==> config.mk <==
export PLATFORM = sky130hd
export DESIGN_NAME = imem_encoder_loader
export DESIGN_NICKNAME = d
export VERILOG_FILES = /design/src/rtl/imem_encoder_loader.sv
export SDC_FILE = /design/constraint.sdc
export NUM_CORES = 1
export LEC_CHECK = 0
export CORE_MARGIN = 10
export CORE_UTILIZATION = 40
export CTS_BUF_LIST = sky130_fd_sc_hd__clkbuf_16
export CTS_CLUSTER_DIAMETER = 80
export DETAILED_ROUTE_END_ITERATION = 8
export PLACE_DENSITY = 0.82
export SLEW_MARGIN = 20
export SYNTH_ARGS = -nofsm -noshare
export SYNTH_HDL_FRONTEND = slang
export SYNTH_SLANG_ARGS = --single-unit
==> constraint.sdc <==
create_clock -name clk -period 2.3 [get_ports clk]
set_clock_uncertainty 0.15 [all_clocks]
set_input_delay 0.46 -clock clk [delete_from_list [all_inputs] [get_ports clk]]
set_output_delay 0.46 -clock clk [all_outputs]
set_load 0.02 [all_outputs]
==> src/rtl/imem_encoder_loader.sv <==
// imem_encoder_loader
//   Packs field-level instruction requests (R/I/J) into 32-bit MIPS words and
//   streams them into instruction memory starting at word address 0. Codes the
//   controller cannot decode are rejected. The processor stays frozen
//   (cpu_enable=0) until a program has loaded cleanly.
//   Optional feature macro: IMEM_NOP_PAD_EN -- when defined, the words after the
//   final instruction are filled with NOP (32'h0) up to the last address.
module imem_encoder_loader #(
  parameter int ADDR_WIDTH = 6
) (
  input  logic                  clk,
  input  logic                  reset_n,
  input  logic                  start,
  input  logic                  in_valid,
  output logic                  in_ready,
  input  logic                  in_last,
  input  logic [1:0]            in_kind,
  input  logic [5:0]            in_opfunc,
  input  logic [4:0]            in_rs,
  input  logic [4:0]            in_rt,
  input  logic [4:0]            in_rd,
  input  logic [4:0]            in_shamt,
  input  logic [15:0]           in_imm,
  input  logic [25:0]           in_target,
  output logic                  imem_we,
  output logic [ADDR_WIDTH-1:0] imem_addr,
  output logic [31:0]           imem_wdata,
  output logic [ADDR_WIDTH:0]   word_count,
  output logic                  cpu_enable,
  output logic [1:0]            err
);

  localparam logic [ADDR_WIDTH-1:0] LAST_ADDR = {ADDR_WIDTH{1'b1}};
  localparam logic [ADDR_WIDTH-1:0] PTR_ONE   = {{(ADDR_WIDTH-1){1'b0}}, 1'b1};
  localparam logic [ADDR_WIDTH:0]   CNT_ONE   = {{ADDR_WIDTH{1'b0}}, 1'b1};

  localparam logic [1:0] KIND_R = 2'd0;
  localparam logic [1:0] KIND_I = 2'd1;
  localparam logic [1:0] KIND_J = 2'd2;

  localparam logic [1:0] ERR_NONE     = 2'b00;
  localparam logic [1:0] ERR_ILLEGAL  = 2'b01;
  localparam logic [1:0] ERR_OVERFLOW = 2'b10;

`ifdef IMEM_NOP_PAD_EN
  typedef enum logic [2:0] {
    ST_IDLE  = 3'd0,
    ST_LOAD  = 3'd1,
    ST_DONE  = 3'd2,
    ST_ERROR = 3'd3,
    ST_PAD   = 3'd4
  } state_t;
`else
  typedef enum logic [2:0] {
    ST_IDLE  = 3'd0,
    ST_LOAD  = 3'd1,
    ST_DONE  = 3'd2,
    ST_ERROR = 3'd3
  } state_t;
`endif

  state_t                  state_q, state_d;
  logic [ADDR_WIDTH-1:0]   ptr_q, ptr_d;
  logic                    imem_we_q, imem_we_d;
  logic [ADDR_WIDTH-1:0]   imem_addr_q, imem_addr_d;
  logic [31:0]             imem_wdata_q, imem_wdata_d;
  logic [ADDR_WIDTH:0]     word_count_q, word_count_d;
  logic                    cpu_enable_q, cpu_enable_d;
  logic [1:0]              err_q, err_d;

  logic                    code_legal;
  logic [31:0]             encoded;

  // Decide whether the requested kind/code is one the controller can decode.
  always_comb begin
    code_legal = 1'b0;
    case (in_kind)
      KIND_R: begin
        case (in_opfunc)
          6'h00, 6'h02, 6'h03, 6'h04, 6'h08,
          6'h20, 6'h21, 6'h22, 6'h24, 6'h25,
          6'h26, 6'h27, 6'h2A, 6'h2B: code_legal = 1'b1;
          default:                    code_legal = 1'b0;
        endcase
      end
      KIND_I: begin
        case (in_opfunc)
          6'h04, 6'h05, 6'h08, 6'h09, 6'h0A, 6'h0B,
          6'h0C, 6'h0D, 6'h0E, 6'h0F, 6'h23, 6'h2B: code_legal = 1'b1;
          default:                                   code_legal = 1'b0;
        endcase
      end
      KIND_J: begin
        code_legal = (in_opfunc == 6'h02) || (in_opfunc == 6'h03);
      end
      default: code_legal = 1'b0;
    endcase
  end

  // Pack the request fields into a 32-bit instruction word.
  always_comb begin
    encoded = 32'h0;
    case (in_kind)
      KIND_R:  encoded = {6'h00, in_rs, in_rt, in_rd, in_shamt, in_opfunc};
      KIND_I:  encoded = {in_opfunc, in_rs, in_rt, in_imm};
      KIND_J:  encoded = {in_opfunc, in_target};
      default: encoded = 32'h0;
    endcase
  end

  // Next-state and registered-output logic; start overrides everything and
  // never coincides with an accept because in_ready is forced low.
  always_comb begin
    state_d      = state_q;
    ptr_d        = ptr_q;
    imem_we_d    = 1'b0;
    imem_addr_d  = imem_addr_q;
    imem_wdata_d = imem_wdata_q;
    word_count_d = word_count_q;
    cpu_enable_d = 1'b0;
    err_d        = err_q;
    in_ready     = 1'b0;

    if (start) begin
      state_d      = ST_LOAD;
      ptr_d        = '0;
      word_count_d = '0;
      err_d        = ERR_NONE;
    end else begin
      case (state_q)
        ST_LOAD: begin
          in_ready = 1'b1;
          if (in_valid) begin
            if (!code_legal) begin
              err_d   = ERR_ILLEGAL;
              state_d = ST_ERROR;
            end else begin
              imem_we_d    = 1'b1;
              imem_addr_d  = ptr_q;
              imem_wdata_d = encoded;
              word_count_d = word_count_q + CNT_ONE;
              ptr_d        = ptr_q + PTR_ONE;
              if (in_last) begin
`ifdef IMEM_NOP_PAD_EN
                state_d = (ptr_q == LAST_ADDR) ? ST_DONE : ST_PAD;
`else
                state_d = ST_DONE;
`endif
              end else if (ptr_q == LAST_ADDR) begin
                // Memory full without a final instruction: keep the word, flag it.
                err_d   = ERR_OVERFLOW;
                state_d = ST_ERROR;
              end
            end
          end
        end
`ifdef IMEM_NOP_PAD_EN
        ST_PAD: begin
          imem_we_d    = 1'b1;
          imem_addr_d  = ptr_q;
          imem_wdata_d = 32'h0;
          word_count_d = word_count_q + CNT_ONE;
          ptr_d        = ptr_q + PTR_ONE;
          if (ptr_q == LAST_ADDR) begin
            state_d = ST_DONE;
          end
        end
`endif
        ST_DONE: begin
          // One cycle behind entering DONE, i.e. after the final write is out.
          cpu_enable_d = 1'b1;
        end
        default: begin
        end
      endcase
    end
  end

  // State and output registers with asynchronous active-low reset.
  always_ff @(posedge clk or negedge reset_n) begin
    if (!reset_n) begin
      state_q      <= ST_IDLE;
      ptr_q        <= '0;
      imem_we_q    <= 1'b0;
      imem_addr_q  <= '0;
      imem_wdata_q <= 32'h0;
      word_count_q <= '0;
      cpu_enable_q <= 1'b0;
      err_q        <= ERR_NONE;
    end else begin
      state_q      <= state_d;
      ptr_q        <= ptr_d;
      imem_we_q    <= imem_we_d;
      imem_addr_q  <= imem_addr_d;
      imem_wdata_q <= imem_wdata_d;
      word_count_q <= word_count_d;
      cpu_enable_q <= cpu_enable_d;
      err_q        <= err_d;
    end
  end

  assign imem_we    = imem_we_q;
  assign imem_addr  = imem_addr_q;
  assign imem_wdata = imem_wdata_q;
  assign word_count = word_count_q;
  assign cpu_enable = cpu_enable_q;
  assign err        = err_q;

endmodule

==> results of run 1 <==
==> worst max path at each step <==
stage | cells after the start | slack (ns) | end | from
3_5_place_dp | 9 | -0.63 | ptr_q[0] | in_opfunc[1]
4_1_cts | 7 | -0.13 | imem_wdata[1] | in_opfunc[4]
6_report | 10 | 0.02 | imem_wdata[2] | in_opfunc[1]
3_3_place_gp | 9 | -0.57 | ptr_q[0] | in_opfunc[1]
2_1_floorplan | 7 | -0.14 | imem_wdata[1] | in_opfunc[1]
5_1_grt | 11 | -0.04 | imem_wdata[31] | in_opfunc[1]
==> metrics by stage <==
stage	cells	hold WS, ns
2_1_floorplan	297	0.0144
3_3_place_gp	529	0.323
3_5_place_dp	529	0.344
4_1_cts	553	0.0309
5_1_grt	557	0.0577
6_report	557	0.0185
==> sequential cells by signal, indices dropped and copies added, names as in the netlist <==
name / cells
cpu_enable: 1
err: 2
word_count: 7
state_q: 2
ptr_q: 6
imem_addr: 6
imem_we: 1
imem_wdata: 32
==> cell type report <==
cell class                 count  area [sq um]
clock buffer                   9           225
clock inverter                 7          78.8
fill                         528          2240
inverter                      17          63.8
multi-input combinational    203          1580
sequential                    57          1430
tap                           99           124
timing repair buffer         165          1630
==> critical path: cells and delay by family <==
family | cells | cell delay (ns)
multiplexers | 1 | 0.30
buffers and inverters | 5 | 0.84
AND/OR/NAND/NOR | 2 | 0.38
AO/OA/AOI/OAI | 2 | 0.33
==> repair_timing <==
item	in CTS	in global routing
gates cloned	1	1
pin swaps	4	7
endpoints found under the setup margin	57	45
resized for setup	51	14
buffers inserted	7	3
==> power by group through the flow <==
stage	registers (mW)	clock network, mW	logic, mW
2_1_floorplan	1.51	0	0.294
3_3_place_gp	1.29	0	1.14
3_5_place_dp	1.30	0	1.16
4_1_cts	1.29	1.38	1.24
5_1_grt	1.32	1.42	1.31
6_report	1.29	1.36	1.24
==> cell families (layout without fill, tap and decap cells) <==
group | Yosys count | after routing | share of synthesized area
AO/OA/AOI/OAI | 53 | 53 | 0.106
AND/OR/NAND/NOR | 88 | 88 | 0.153
flip-flops | 57 | 57 | 0.465
multiplexers | 60 | 60 | 0.210
adder cells (fa/ha/maj) | 2 | 2 | 0.00816
buffers and inverters | 37 | 198 | 0.0579
==> cells in the final DEF, fill, tap and decap left out, types with 2 or more instances in the layout <==
master | Yosys | layout
bufinv_16 | 0 | 2
nand3b_1 | 4 | 4
buf_12 | 1 | 4
o211a_1 | 2 | 2
dfrtp_1 | 57 | 57
o21ai_0 | 30 | 29
buf_2 | 3 | 3
ha_1 | 2 | 2
nor2b_1 | 8 | 8
clkbuf_2 | 0 | 3
a21oi_1 | 10 | 9
nor2_1 | 6 | 5
mux2i_1 | 24 | 24
clkinv_1 | 0 | 2
o31ai_1 | 6 | 6
clkdlybuf4s50_1 | 0 | 115
nand3_1 | 4 | 3
inv_1 | 17 | 20
nand4_1 | 2 | 2
a211oi_2 | 1 | 2
nand2b_1 | 3 | 3
or4_1 | 6 | 5
mux2_2 | 33 | 16
clkbuf_16 | 0 | 10
or2_2 | 3 | 3
buf_4 | 3 | 32
nand2_1 | 41 | 40
buf_6 | 1 | 4
mux2_4 | 0 | 20
nor3_1 | 3 | 2
==> per-layer routing <==
| metal | GRT usage | vias to the layer above | wire, um |
|---|---|---|---|
| li1 | - | 1360 | - |
| met1 | 0.205 | 1374 | 4190 |
| met2 | 0.296 | 109 | 5060 |
| met3 | 0.0575 | 14 | 809 |
| met4 | 0.0630 | 0 | 127 |
| met5 | 0 | - | 0 |
==> results.json, run 1 <==
{
  "drcViolationCount": 0,
  "synth_area_sq_um": 3070,
  "grt_pass1_wl_um": 16200,
  "async_flop_share": 1.00,
  "cp-start-kind": "input pin",
  "rows": 31,
  "path_max_fanout": 7,
  "h-tree-depth": 3,
  "die_h_um": 108,
  "slew_headroom": 0.519,
  "place_ws_ns": -0.626,
  "crit_required_ns": 2.35,
  "crit_type": "in2reg",
  "switching_power_mw": 1.09,
  "setup-violations-final": 0,
  "drt_iter0_markers": 119,
  "crit_top_cell": "buf_4",
  "worstRegToRegCells": 6,
  "design_area_sq_um": 5130,
  "synthCells": 297,
  "postPlaceCellArea_sq_um": 4570,
  "drt_first_pass_iters": 4,
  "fin_crit_ns": 2.28,
  "p_total_mw": 3.89,
  "antenna_left": 0,
  "max_freq_mhz": 438,
  "clk_path_buf_depth": 2,
  "cts.sinks": 57,
  "hold_violations": 0,
  "wl_um": 10200,
  "clkLatencyLatePin_ns": 0.32,
  "ys.flop_type": "dfrtp_1",
  "wl_per_cell_um": 18.3,
  "synth-edff-count": 0,
  "sw_frac_of_total": 0.281,
  "p_leak_nw": 2.28,
  "arrival_ns": 2.33,
  "synth_most_common_cell": "dfrtp_1",
  "drv_cap": 0,
  "insertedDiodeCount": 0,
  "cts_tree": "done",
  "power_density_nw_per_um2": 758,
  "fin_crit_sh": 0.993,
  "postCtsHoldBufs": 0,
  "syn_avg_cell_area_sq_um": 10.3,
  "critPathCaptureType": "register",
  "grt_pass1_vias": 3106,
  "gp_congestion": 0.847,
  "timing.final.ws_setup_ns": 0.0170,
  "clkPwrFrac": 0.350,
  "seq_area_frac_synth": 0.465,
  "reg2reg_slack_ns": 0.36,
  "cpPeakStageDelay_ns": 0.30,
  "grt_overflow": 0,
  "final_util": 0.696,
  "crit_chain": "buf_2 > buf_4 > nand2b_1 > a221oi_2 > a211oi_2 > buf_4 > nor4_4 > bufbuf_16 > buf_8 > mux2_4",
  "seqPwrFrac": 0.332,
  "drive_above_1_share": 0.245,
  "fin_setup_tns_ns": 0,
  "coreArea_sq_um": 7370,
  "hpwlAfterDp_um": 7310,
  "die-area_sq_um": 11600,
  "timing.rr.end": "imem_wdata[2]",
  "irDropWorstVdd_mv": 0.459,
  "p_int_mw": 2.80,
  "status": "complete, no violations",
  "initial_core_util": 0.416,
  "yosys.area.top_type": "dfrtp_1",
  "boundaryPins": 125,
  "synthTopCellsByCount": "dfrtp_1 (57), nand2_1 (41), mux2_2 (33)",
  "r2r-start": "state_q[1]",
  "syn2layout_area_growth_pct": 67.2,
  "vias_per_cell": 5.13,
  "antenna_found_initial": 0,
  "synth_cell_types": 39,
  "drv_slew": 0,
  "worstMarginPinSlew_ns": 0.720,
  "nets": 530,
  "synth_top_area_frac": 0.465,
  "rsz0062_at_grt": "yes",
  "cp_slowest_cell": "bufbuf_16",
  "p_comb_frac": 0.318,
  "cts_made_buffers": 9,
  "ctsRootBufferMaster": "clkbuf_16",
  "synth_nets": 374,
  "ys_warn_count": 0,
  "die_w_um": 108,
  "portBuffers": 124,
  "track_usage": 0.176,
  "synth_area_leaders": "dfrtp_1 (46%), mux2_2 (12%), mux2i_1 (7.8%)",
  "hp-class": "in2async",
  "clk_pin_slew_ns": 0.05,
  "synth-seq-cells": 57,
  "vias": 2857,
  "grt_max_degree": 33
}
No activity file was read; power rests on OpenSTA's default activity.
==> run 2: changes to the inputs <==
--- a/config.mk
+++ b/config.mk
@@ -10,6 +10,7 @@
 export CTS_BUF_LIST = sky130_fd_sc_hd__clkbuf_16
 export CTS_CLUSTER_DIAMETER = 80
 export DETAILED_ROUTE_END_ITERATION = 8
+export HOLD_SLACK_MARGIN = 0.05
 export PLACE_DENSITY = 0.82
 export SLEW_MARGIN = 20
 export SYNTH_ARGS = -nofsm -noshare
==> results.json, run 2 (same netlist as run 1, synthesis figures left out) <==
{
  "drcViolationCount": 0,
  "grt_pass1_wl_um": 16300,
  "clk_pin_slew_ns": 0.05,
  "hp-class": "in2reg",
  "critPathCaptureType": "register",
  "h-tree-depth": 3,
  "worstMarginPinSlew_ns": 0.707,
  "die-area_sq_um": 11600,
  "antenna_found_initial": 0,
  "instances_no_fill": 558,
  "antenna_left": 0,
  "hold_violations": 0,
  "grt_max_degree": 33,
  "cts.sinks": 57,
  "rows": 31,
  "boundaryPins": 125,
  "crit_type": "in2reg",
  "nets": 531,
  "timing.final.ws_setup_ns": 0.0188,
  "cp-start-kind": "input pin",
  "final_util": 0.697,
  "drt_iter0_markers": 111,
  "drive_above_1_share": 0.244,
  "path_max_fanout": 7,
  "drv_cap": 0,
  "track_usage": 0.177,
  "holdWs_ns": 0.278,
  "status": "complete, no violations",
  "slew_headroom": 0.527,
  "portBuffers": 124,
  "syn2layout_area_growth_pct": 67.5,
  "coreArea_sq_um": 7370,
  "wl_um": 10200,
  "gp_congestion": 0.847,
  "clkLatencyLatePin_ns": 0.32,
  "die_h_um": 108,
  "p_total_mw": 3.89,
  "drt_first_pass_iters": 4,
  "wl_per_cell_um": 18.3,
  "fin_crit_sh": 0.992,
  "max_freq_mhz": 438,
  "drv_slew": 0,
  "vias_per_cell": 5.15,
  "ctsRootBufferMaster": "clkbuf_16",
  "place_ws_ns": -0.626,
  "layout_common_cells": "clkdlybuf4s50_1 (115), dfrtp_1 (57), nand2_1 (40)",
  "cts_made_buffers": 9,
  "vias": 2872,
  "postPlaceCellArea_sq_um": 4570,
  "crit_required_ns": 2.35,
  "arrival_ns": 2.33,
  "rsz0062_at_grt": "yes",
  "grt_overflow": 0,
  "layout_commonest_cell": "clkdlybuf4s50_1",
  "fin_crit_ns": 2.28,
  "fill_cells": 527,
  "hpwlAfterDp_um": 7310,
  "dp_cells": 529,
  "grt_pass1_vias": 3112,
  "fin_setup_tns_ns": 0,
  "largest_reg_flops": 32,
  "setup-violations-final": 0,
  "initial_core_util": 0.416,
  "clk_path_buf_depth": 2,
  "p_leak_nw": 2.29,
  "die_w_um": 108,
  "irDropWorstVdd_mv": 0.459,
  "cts_tree": "done",
  "design_area_sq_um": 5140,
  "insertedDiodeCount": 0,
  "power_density_nw_per_um2": 757
}
-- run 2: changes by cell type in the layout (fill, tap and decap cells not counted), sizes merged --
cell / delta
dlygate4sd3: +1
-- run 2: final timing paths --
check,start,to,slack (ns),cells past startpoint
min in group asynchronous,reset_n,imem_wdata[4],0.58,2
max in group asynchronous,reset_n,err[1],0.81,3
hold reg to reg,imem_wdata[17],imem_wdata[17],0.35,1
hold / removal,in_opfunc[0],imem_wdata[26],0.28,3
setup / recovery,in_opfunc[1],imem_wdata[2],0.02,10
setup reg to reg,state_q[1],imem_wdata[2],0.36,6
-- run 2: worst max-delay path, cell delays in order --
cell	delay [ns]
buf_2	0.11
buf_4	0.16
nand2b_1	0.16
a221oi_2	0.25
a211oi_2	0.07
buf_4	0.15
nor4_4	0.22
bufbuf_16	0.30
buf_8	0.13
mux2_4	0.30
-- run 2: routing by layer --
metal | up-vias | part of all wire | global-route usage
met1 | 1381 | 0.40 | 0.204
li1 | 1363 | - | -
met4 | 0 | 0.013 | 0.0630
met5 | - | 0 | 0
met3 | 16 | 0.085 | 0.0599
met2 | 112 | 0.50 | 0.297
-- run 2: cell type report --
class                   count  area, sq um  area share
clock buffers               9          225      0.0438
clock inverters             7         78.8      0.0153
inverters                  17         63.8      0.0124
multi-input cells         203         1580       0.308
flip-flops and latches     57         1430       0.278
well taps                  99          124      0.0241
repair buffers            166         1640       0.319
-- run 2: repair_timing --
| item | 4_1_cts | 5_1_grt |
|---|---|---|
| resized for setup | 51 | 14 |
| endpoints found under the hold margin | 25 | 0 |
| setup buffers | 7 | 3 |
| hold buffers | 1 | 0 |
| gates cloned | 1 | 1 |
| setup endpoints to repair | 57 | 45 |
| pin swaps | 4 | 7 |
-- run 2: report_power, final --
| part | internal, mW | total (mW) | switching, mW |
|---|---|---|---|
| Combinational | 0.687 | 1.24 | 0.553 |
| Sequential | 1.19 | 1.29 | 0.106 |
| Clock | 0.927 | 1.36 | 0.433 |
==> run 3: changes to the inputs <==
==> constraint.sdc (replaced) <==
create_clock -name clk -period 2.4 [get_ports clk]
set_clock_uncertainty 0.15 [all_clocks]
set_input_delay 0.48 -clock clk [delete_from_list [all_inputs] [get_ports clk]]
set_output_delay 0.48 -clock clk [all_outputs]
set_load 0.02 [all_outputs]
==> results.json, run 3 (same netlist as run 1, synthesis figures left out) <==
{
  "p_total_mw": 3.49,
  "drive_above_1_share": 0.240,
  "rows": 31,
  "vias": 2849,
  "p_leak_nw": 2.23,
  "clkLatencyLatePin_ns": 0.32,
  "layout_commonest_cell": "clkdlybuf4s50_1",
  "grt_use_met1": 0.204,
  "drcViolationCount": 0,
  "boundaryPins": 125,
  "critPathCaptureType": "register",
  "dp_cells": 528,
  "fin_crit_ns": 2.33,
  "cts_made_buffers": 9,
  "irDropWorstVdd_mv": 0.360,
  "wl_per_cell_um": 17.8,
  "drv_cap": 0,
  "path_max_fanout": 8,
  "timing.final.ws_setup_ns": 0.0706,
  "power_density_nw_per_um2": 695,
  "cts_tree": "done",
  "die_w_um": 108,
  "grt_pass1_wl_um": 15700,
  "insertedDiodeCount": 0,
  "final_util": 0.681,
  "die_h_um": 108,
  "portBuffers": 124,
  "cp_slowest_cell": "or4b_4",
  "clk_path_buf_depth": 2,
  "worstRegToRegCells": 6,
  "grt_pass1_vias": 3055,
  "slew_headroom": 0.535,
  "gr-usage-met3": 0.0443,
  "timing.rr.end": "imem_wdata[3]",
  "cpPeakStageDelay_ns": 0.50,
  "track_usage": 0.169,
  "antenna_found_initial": 0,
  "place_ws_ns": -0.567,
  "setup-violations-final": 0,
  "instances_no_fill": 557,
  "vias_per_cell": 5.11,
  "crit_required_ns": 2.45,
  "h-tree-depth": 3,
  "grt_overflow": 0,
  "crit_type": "in2reg",
  "drv_slew": 0,
  "reg2reg_slack_ns": 0.42,
  "nets": 530,
  "largest_reg_flops": 32,
  "status": "complete, no violations",
  "layout_common_cells": "clkdlybuf4s50_1 (115), dfrtp_1 (57), nand2_1 (40)",
  "max_freq_mhz": 429,
  "hold_violations": 0,
  "fin_crit_sh": 0.971,
  "antenna_left": 0,
  "coreArea_sq_um": 7370,
  "rsz0062_at_grt": "yes",
  "hp-class": "in2async",
  "busiest_layer": "met2",
  "clk_pin_slew_ns": 0.05,
  "ctsRootBufferMaster": "clkbuf_16",
  "drt_first_pass_iters": 4,
  "die-area_sq_um": 11600,
  "holdWs_ns": 0.0359,
  "worstMarginPinSlew_ns": 0.696,
  "hpwlAfterDp_um": 7170,
  "initial_core_util": 0.416,
  "cp-start-kind": "input pin",
  "arrival_ns": 2.38,
  "crit_chain": "buf_2 > or4b_4 > o31a_1 > nor4_4 > bufbuf_16 > buf_8 > mux2_4",
  "cts.sinks": 57,
  "syn2layout_area_growth_pct": 63.7,
  "drt_iter0_markers": 89,
  "grt_max_degree": 33,
  "r2r-start": "state_q[1]",
  "wl_um": 9940,
  "gr-usage-met2": 0.281,
  "gp_congestion": 0.851
}
==> run 3: worst max-delay path: cells and delay by family <==
kind                   cells  cell delay [ns]
AND/OR/NAND/NOR            2             0.70
buffers and inverters      3             0.58
AO/OA/AOI/OAI              1             0.31
multiplexers               1             0.30
==> run 3: metrics by stage <==
stage / setup TNS [ns] / area (sq um)
floorplan: -0.152 / 3080
global placement: -24.39 / 4570
detailed placement: -27.18 / 4570
CTS: -0.760 / 5010
global route: -0.360 / 5020
finish: 0 / 5020
==> run 3: repair_timing <==
item | 4_1_cts | 5_1_grt
hold buffers | 0 | 0
endpoints found under the setup margin | 56 | 46
buffers inserted | 12 | 0
gates cloned | 1 | 0
pin swaps | 4 | 6
resized for setup | 40 | 12
==> run 3: routing by layer <==
metal / share of wire / routed length (um) / vias up
met5: 0 / 0 / -
met4: 0.014 / 136 / 0
li1: - / - / 1357
met1: 0.42 / 4180 / 1385
met3: 0.069 / 686 / 11
met2: 0.50 / 4940 / 96
==> run 3: cell type report <==
type                            count  area [sq um]
Timing Repair Buffer              165          1620
Multi-Input combinational cell    203          1540
Tap cell                           99           124
Fill cell                         555          2350
Inverter                           17          63.8
Sequential cell                    57          1430
Clock inverter                      7          28.8
Clock buffer                        9           225
==> run 3: where the power goes <==
| part | internal, mW | total, mW | leakage, nW | switching [mW] |
|---|---|---|---|---|
| sequential | 1.14 | 1.24 | 0.747 | 0.100 |
| clock | 0.673 | 1.09 | 0.130 | 0.412 |
| combinational | 0.640 | 1.17 | 1.35 | 0.528 |
| total | 2.45 | 3.49 | 2.23 | 1.04 |
==> run 3: worst max-delay path by stage <==
| stage | cells past startpoint | slack, ns | start | endpoint |
|---|---|---|---|---|
| after CTS | 7 | -0.06 | in_opfunc[4] | imem_wdata[21] |
| after floorplan | 7 | -0.06 | in_opfunc[1] | imem_wdata[1] |
| after detailed placement | 9 | -0.57 | in_opfunc[2] | ptr_q[0] |
| after global placement | 9 | -0.50 | in_opfunc[1] | ptr_q[0] |
| after global routing | 11 | -0.04 | in_opfunc[1] | imem_wdata[31] |
| final | 7 | 0.07 | in_opfunc[2] | imem_wdata[3] |
